**src/rtl/wave_bank_sequencer.sv**
```systemverilog
// Per-channel parameter shadow registers, atomic frame-aligned commit to the
// live buses, and programmable per-channel tick dividers re-aligned on commit.
module wave_bank_sequencer #(
    parameter int NCH  = 8,
    parameter int DIVW = 16
) (
    input  logic              clk,
    input  logic              reset,
    input  logic              cmd_valid,
    output logic              cmd_ready,
    input  logic [2:0]        cmd_chan,
    input  logic [1:0]        cmd_field,
    input  logic [15:0]       cmd_data,
    input  logic              commit_req,
    input  logic              sample_tick,
    output logic [NCH*16-1:0] amps,
    output logic [NCH*16-1:0] offsets,
    output logic [NCH*16-1:0] phasewords,
    output logic [NCH-1:0]    clks,
    output logic              commit_pending,
    output logic              commit_done
);

    typedef enum logic [1:0] {
        ST_IDLE    = 2'd0,
        ST_PENDING = 2'd1,
        ST_APPLY   = 2'd2
    } state_t;

    state_t          state_q;
    logic            commit_pending_q;
    logic            commit_done_q;

    logic [15:0]     sh_amp_q [NCH];
    logic [15:0]     sh_off_q [NCH];
    logic [15:0]     sh_phw_q [NCH];
    logic [DIVW-1:0] sh_div_q [NCH];

    logic [15:0]     lv_amp_q [NCH];
    logic [15:0]     lv_off_q [NCH];
    logic [15:0]     lv_phw_q [NCH];
    logic [DIVW-1:0] lv_div_q [NCH];

    logic cmd_fire;
    logic apply_en;

    assign cmd_ready = (state_q == ST_IDLE) && !reset;
    assign cmd_fire  = cmd_valid && cmd_ready;
    assign apply_en  = (state_q == ST_PENDING) && sample_tick;

    always_ff @(posedge clk) begin
        if (reset) begin
            state_q          <= ST_IDLE;
            commit_pending_q <= 1'b0;
            commit_done_q    <= 1'b0;
        end else begin
            case (state_q)
                ST_IDLE: begin
                    commit_done_q <= 1'b0;
                    if (commit_req) begin
                        state_q          <= ST_PENDING;
                        commit_pending_q <= 1'b1;
                    end
                end
                ST_PENDING: begin
                    if (sample_tick) begin
                        state_q          <= ST_APPLY;
                        commit_pending_q <= 1'b0;
                        commit_done_q    <= 1'b1;
                    end
                end
                ST_APPLY: begin
                    state_q       <= ST_IDLE;
                    commit_done_q <= 1'b0;
                end
                default: begin
                    state_q          <= ST_IDLE;
                    commit_pending_q <= 1'b0;
                    commit_done_q    <= 1'b0;
                end
            endcase
        end
    end

    // Shadow writes are only accepted in IDLE, so they never race a commit copy.
    always_ff @(posedge clk) begin
        if (reset) begin
            for (int i = 0; i < NCH; i++) begin
                sh_amp_q[i] <= '0;
                sh_off_q[i] <= '0;
                sh_phw_q[i] <= '0;
                sh_div_q[i] <= '0;
            end
        end else if (cmd_fire) begin
            case (cmd_field)
                2'b00:   sh_amp_q[cmd_chan] <= cmd_data;
                2'b01:   sh_off_q[cmd_chan] <= cmd_data;
                2'b10:   sh_phw_q[cmd_chan] <= cmd_data;
                default: sh_div_q[cmd_chan] <= cmd_data[DIVW-1:0];
            endcase
        end
    end

    always_ff @(posedge clk) begin
        if (reset) begin
            for (int i = 0; i < NCH; i++) begin
                lv_amp_q[i] <= '0;
                lv_off_q[i] <= '0;
                lv_phw_q[i] <= '0;
                lv_div_q[i] <= '0;
            end
        end else if (apply_en) begin
            for (int i = 0; i < NCH; i++) begin
                lv_amp_q[i] <= sh_amp_q[i];
                lv_off_q[i] <= sh_off_q[i];
                lv_phw_q[i] <= sh_phw_q[i];
                lv_div_q[i] <= sh_div_q[i];
            end
        end
    end

    generate
        for (genvar gi = 0; gi < NCH; gi++) begin : g_chan
            logic [DIVW-1:0] cnt_q;
            logic [DIVW-1:0] cnt_d;
            logic            tick_q;

            // The strobe is high in the same cycle the counter reads div.
            always_comb begin
                cnt_d = (cnt_q == lv_div_q[gi]) ? '0 : cnt_q + 1'b1;
            end

            always_ff @(posedge clk) begin
                if (reset || state_q == ST_APPLY || lv_div_q[gi] == '0) begin
                    cnt_q  <= '0;
                    tick_q <= 1'b0;
                end else begin
                    cnt_q  <= cnt_d;
                    tick_q <= (cnt_d == lv_div_q[gi]);
                end
            end

            assign amps[16*gi +: 16]       = lv_amp_q[gi];
            assign offsets[16*gi +: 16]    = lv_off_q[gi];
            assign phasewords[16*gi +: 16] = lv_phw_q[gi];
            assign clks[gi]                = tick_q;
        end
    endgenerate

    assign commit_pending = commit_pending_q;
    assign commit_done    = commit_done_q;

endmodule

```
**config.mk**
```make
export PLATFORM = sky130hd
export DESIGN_NAME = wave_bank_sequencer
export DESIGN_NICKNAME = d
export VERILOG_FILES = /design/src/rtl/wave_bank_sequencer.sv
export SDC_FILE = /design/constraint.sdc
export NUM_CORES = 2
export LEC_CHECK = 0
export CAP_MARGIN = 20
export CORE_MARGIN = 4
export CORE_UTILIZATION = 52
export DETAILED_ROUTE_END_ITERATION = 6
export DONT_BUFFER_PORTS = 1
export GPL_TIMING_DRIVEN = 0
export PLACE_DENSITY = 0.79
export SLEW_MARGIN = 30
export SYNTH_ARGS = -nofsm -noshare
export SYNTH_HDL_FRONTEND = slang
export SYNTH_SLANG_ARGS = --single-unit
```
**constraint.sdc**
```tcl
create_clock -name clk -period 62.1 [get_ports clk]
set_clock_uncertainty 0.2 [all_clocks]
set_input_delay 6.21 -clock clk [delete_from_list [all_inputs] [get_ports clk]]
set_output_delay 6.21 -clock clk [all_outputs]
set_load 0.005 [all_outputs]
```
# After elaboration in Yosys (flattened, before gate mapping)
# Memories as Yosys holds them, arrays and structs flattened.
# Cells that the tools add are included.
[classes]
n_bitwise = 34
n_addsub = 8
muxes = 79
reduce_logical = 31
n_eq_ne = 22
[ops]
columns = ["cell", "count"]
rows = [
  ["2-to-1 mux 16 bit", 44],
  ["== test 16 bit", 16],
  ["adder 16 x 1 -> 16 bit, second input constant", 8],
  ["logical NOT 16 bit", 8],
  ["OR reduction 16 bit", 4],
  ["OR 1 bit", 32],
  ["2-to-1 mux 1 bit", 27],
  ["2-to-1 mux 3 bit", 4],
  ["logical OR 1 bit", 9],
  ["== test 2 x 1 -> 1 bit, second input constant", 2],
  ["== test 2 bit, second input constant", 2],
  ["logical NOT 2 bit", 2],
  ["2-to-1 mux 2 bit", 2],
  ["!= test 2 bit, second input constant", 2],
  ["case mux 2 bit (2 select lines)", 1],
  ["logical AND 1 bit", 3],
  ["case mux 1 bit (3 select lines)", 1],
  ["AND reduction 3 bit", 1],
  ["OR reduction 3 bit", 1],
  ["inverter 1 bit", 2],
  ["AND reduction 2 bit", 1],
  ["OR reduction 2 bit", 1],
  ["logical NOT 1 bit", 1],
]
[totals]
ram_bits = 1024
output_inout_bits = 395
ff_bits = 140
elab_cells = 201
input_bits = 26
mem_count = 8
[memory_table]
columns = ["memory", "words", "width", "rd", "rd_ports_with_merged_regs", "write_ports", "line", "source"]
rows = [
  ["lv_amp_q", 8, 16, 8, 0, 8, "39", "logic [15:0] lv_amp_q [NCH];"],
  ["lv_div_q", 8, 16, 8, 0, 8, "42", "logic [DIVW-1:0] lv_div_q [NCH];"],
  ["lv_off_q", 8, 16, 8, 0, 8, "40", "logic [15:0] lv_off_q [NCH];"],
  ["lv_phw_q", 8, 16, 8, 0, 8, "41", "logic [15:0] lv_phw_q [NCH];"],
  ["sh_amp_q", 8, 16, 8, 0, 8, "34", "logic [15:0] sh_amp_q [NCH];"],
  ["sh_div_q", 8, 16, 8, 0, 8, "37", "logic [DIVW-1:0] sh_div_q [NCH];"],
  ["+2 memories", "-", "-", "-", "-", "-", "-", ""],
]

# Logic depth before layout (Yosys ltp)
[logic_depth]
word_depth = 8
ltp_mapped = 10
depth_no_buf = 9

# Worst setup path after synthesis
# No wires, ideal clock.
[synth_path]
kind = "input to register"
from = "in sample_tick"
to = "mem lv_amp_q[0][0], enable pin"
t_required_ns = 60.405
arrival_time_ns = 29.651
setup_ns = 1.495
path_stages = 2
n_path_buf = 0
path_slack_ns = 30.754
cell_sequence = "nand2_1 -> o21bai_1"
[synth_lines]
columns = ["element", "line", "source"]
rows = [
  ["start: declaration", "15", "input logic sample_tick,"],
  ["end: declaration", "39", ""],
]

# Worst setup path in the final report
[layout_path]
from = "in reset"
to = "out cmd_ready"
[layout_between]
elab_chain_len = 2
[layout_lines]
columns = ["element", "line", "source"]
rows = [
  ["start: declaration", "8", "input logic reset,"],
  ["logical NOT 1 bit", "47", "assign cmd_ready = (state_q == ST_IDLE) && !reset;"],
  ["logical AND 1 bit", "47", ""],
  ["end: declaration", "10", "output logic cmd_ready,"],
]
# Every way passes these cells.

==> flow_metrics.py <==
metrics = {
    "status": {
        "status": "complete, no violations",
    },
    "timing": {
        "grt_setup_unrepaired": "false",
        "tns_ns": 0,
        "finalHoldViolCount": 0,
        "layout_min_cycle_time_ns": 13.16,
        "setup_viol": 0,
        "drv_slew": 0,
        "fin_crit_sh_pct": 21.19,
        "fmax_mhz": 75.98,
        "slew_headroom_pct": 26.67,
        "worst_pin_slew_ns": 1.100,
    },
    "yosys": {
        "synth_xor_area_share_pct": 5.085,
        "yosys.cell_count.top_type": "edfxtp_1",
        "synth_commonest_cells": "edfxtp_1 (1024), and2_1 (899), nor2_1 (237), clkbuf_1 (182), xnor2_1 (173)",
        "synth_area_leader_cell": "edfxtp_1",
        "yosys.area_share.adder_pct": 0.2060,
        "yosys_register_bits": 1164,
        "synthArstFlopShare_pct": 0,
        "postSynthAreaPerCell_um2": 13.42,
        "synth-compound-area-share_pct": 2.933,
        "syn_inst": 3622,
        "synth_top_area_share_pct": 63.27,
        "syn_nets": 3656,
        "yosysSeqAreaShare_pct": 69.04,
        "synth_simple_gate_area_share_pct": 20.58,
        "synth_area_um2": 48600,
        "synth.area.mux_share_pct": 0.1880,
        "synth_edf_count": 1024,
        "yosys_warnings": 0,
        "synthFlopType": "edfxtp_1",
        "synth_top_family_by_area": "simple AND/OR/NAND/NOR gates",
        "synth_area_leaders": "edfxtp_1 (63%), and2_1 (12%), dfxtp_1 (5.8%)",
        "yosysUniqueCellTypes": 79,
    },
    "pwr": {
        "power_density_nw_per_um2": 30.87,
        "power_frac_seq_pct": 53.7,
        "p_clk_share_pct": 41.7,
        "peakVddDrop_v": 0.00002814,
        "p_sw_uw": 377.2,
        "power_leakage_nw": 19.93,
        "share_comb_of_total_power_pct": 4.6,
        "swShare_pct": 22.27,
        "p_int_mw": 1.316,
    },
    "setup_path": {
        "cpLargestDelayFamily": "simple AND/OR/NAND/NOR gates",
        "timing.rr.start": "state_q[1]",
        "r2r_slack_ns": 58.07,
        "end_kind": "output pin",
        "crit_chain": "nor3_1",
        "startpoint": "reset",
        "critPathMaxStageDelay_ns": 0.54,
        "crit_type": "in -> out",
        "crit_arrival_ns": 6.75,
        "ff2ff_path_depth": 5,
        "r2r-end": "sh_div_q[0][14]",
        "cp.depth": 1,
        "cp_data_required_time_ns": 55.69,
        "crit_path_end": "cmd_ready",
        "critPathLaunchType": "input port",
        "crit_fanout": 5,
        "crit_path_top_delay_cell": "nor3_1",
        "critPathBufInv": 0,
    },
    "global_routing": {
        "grt_pass1_wl_um": 184100,
        "first_global_vias": 27910,
        "antenna_found_initial": 23,
        "grt_max_degree": 27,
        "gr-total-overflow": 0,
        "grtUsageTotal_pct": 25.53,
    },
    "finish": {
        "design_area_um2": 54870,
        "fill_cells": 7021,
        "area_growth_pct": 12.91,
        "nets": 3801,
        "drive_gt1_share_pct": 7.557,
    },
    "floorplan": {
        "fp.dieW_um": 313.7,
        "die-area_um2": 98410,
        "pin_count": 421,
        "die_h_um": 313.7,
        "start_util_pct": 52.70,
        "rows": 111,
        "core_um2": 92220,
    },
    "route": {
        "wl_per_cell_um": 24.91,
        "ant_nets": 0,
        "drc_errors": 0,
        "drtIter0Drc": 3051,
        "vias_per_cell": 5.634,
        "drtPass1Iterations": 6,
        "postRouteWirelength_um": 127800,
        "vias": 28890,
    },
    "run": {
        "cap_violations": 0,
    },
    "placement": {
        "numPortBuffers": 0,
        "placed_area_um2": 50970,
        "gp_congestion": 0.9091,
        "hpwl_um": 87700,
    },
    "clock_tree": {
        "cts_root_buf": "clkbuf_16",
        "clockBufferDepth": 3,
        "cts_buffers": 113,
        "cts_tree": "yes",
        "clk_latency_ns": 0.70,
        "ctsResizeCount": 0,
        "postCtsHoldBufs": 0,
        "ctsHtreeMaxLevel": 3,
        "post_cts_buffers": 0,
        "clock-sinks": 1164,
        "path_clk_slew_ns": 0.06,
    },
    "min_path": {
        "hp-start": "sh_div_q[2][14]",
        "worstHoldPathType": "reg -> reg",
    },
}
## worst min-delay path by stage
stage                         endpoint  slack (ns)  depth (start not counted)
CTS                 g_chan[7].cnt_q[0]        0.30                          1
global placement    g_chan[7].cnt_q[0]        0.28                          1
finish                 lv_div_q[0][46]        0.29                          1
detailed placement  g_chan[7].cnt_q[0]        0.28                          1
global route           lv_div_q[0][62]        0.32                          1
floorplan           g_chan[7].cnt_q[0]        0.25                          1
## sequential cells by signal (all words and copies together), names as in the netlist
name,cells
lv_div_q,128
g_chan.tick_q,8
commit_done,1
sh_amp_q,128
sh_phw_q,128
sh_div_q,128
g_chan.cnt_q,128
lv_amp_q,128
sh_off_q,128
commit_pending,1
lv_off_q,128
state_q,2
lv_phw_q,128
## metrics by stage
| step | util, % | setup slack [ns] | power, mW | hold WS, ns | std cells |
|---|---|---|---|---|---|
| final | 59.50 | 48.94 | 1.694 | 0.2856 | 5128 |
| after CTS | 59.43 | 48.96 | 1.700 | 0.2956 | 5106 |
| after floorplan | - | 30.75 | 0.9788 | 0.2474 | 3622 |
| after detailed placement | 55.27 | 48.94 | 1.003 | 0.2825 | 4894 |
| after global placement | 54.38 | 21.55 | 1.022 | 0.2788 | 4865 |
| after global routing | 59.46 | 48.89 | 1.742 | 0.3222 | 5113 |
## cells in the final DEF (no fill, tap or decap), types with 77 or more instances in the layout
cell type and n:
clkbuf_16 116, nor2_1 237, clkbuf_1 189, and2_1 899, xnor2_1 173, edfxtp_1 1024
nor2b_1 149, xor2_1 104, nand3_1 77, dfxtp_1 140
## cell type report
type	instances	area (um^2)	share of cell area (%)
diodes	21	52.55	0.09577
well taps	1243	1555	2.834
inverters	37	138.9	0.2531
clock inverters	62	700.7	1.277
flip-flops and latches	1164	33550	61.15
repair buffers	30	792.0	1.443
multi-input cells	2216	14110	25.72
clock buffers	150	3131	5.705
plain buffers	205	838.3	1.528
## logic make-up (layout without fill, tap and decap cells)
family          after synthesis  count (layout)
compound gates              210             210
xor+xnor                    279             279
fa+ha+maj                     8               8
flops                      1164            1164
mux                           9               9
simple gates               1710            1710
other cells                   0              21
buf+inv                     242             484
## power groups by stage
stage / combinational, mW / sequential (mW) / clock (mW)
finish: 0.0783 / 0.910 / 0.706
global route: 0.0839 / 0.912 / 0.746
CTS: 0.0780 / 0.910 / 0.712
detailed placement: 0.0776 / 0.926 / 0
global placement: 0.0677 / 0.954 / 0
floorplan: 0.0445 / 0.934 / 0
## routing by layer
metal	routed length [um]	GRT usage, %	share of wire [%]
met1	48860	32.57	38
met2	59730	40.64	47
met3	14860	8.979	12
met4	4289	9.212	3.4
met5	13	0	0.010
Power figures use the tool's default switching activity.
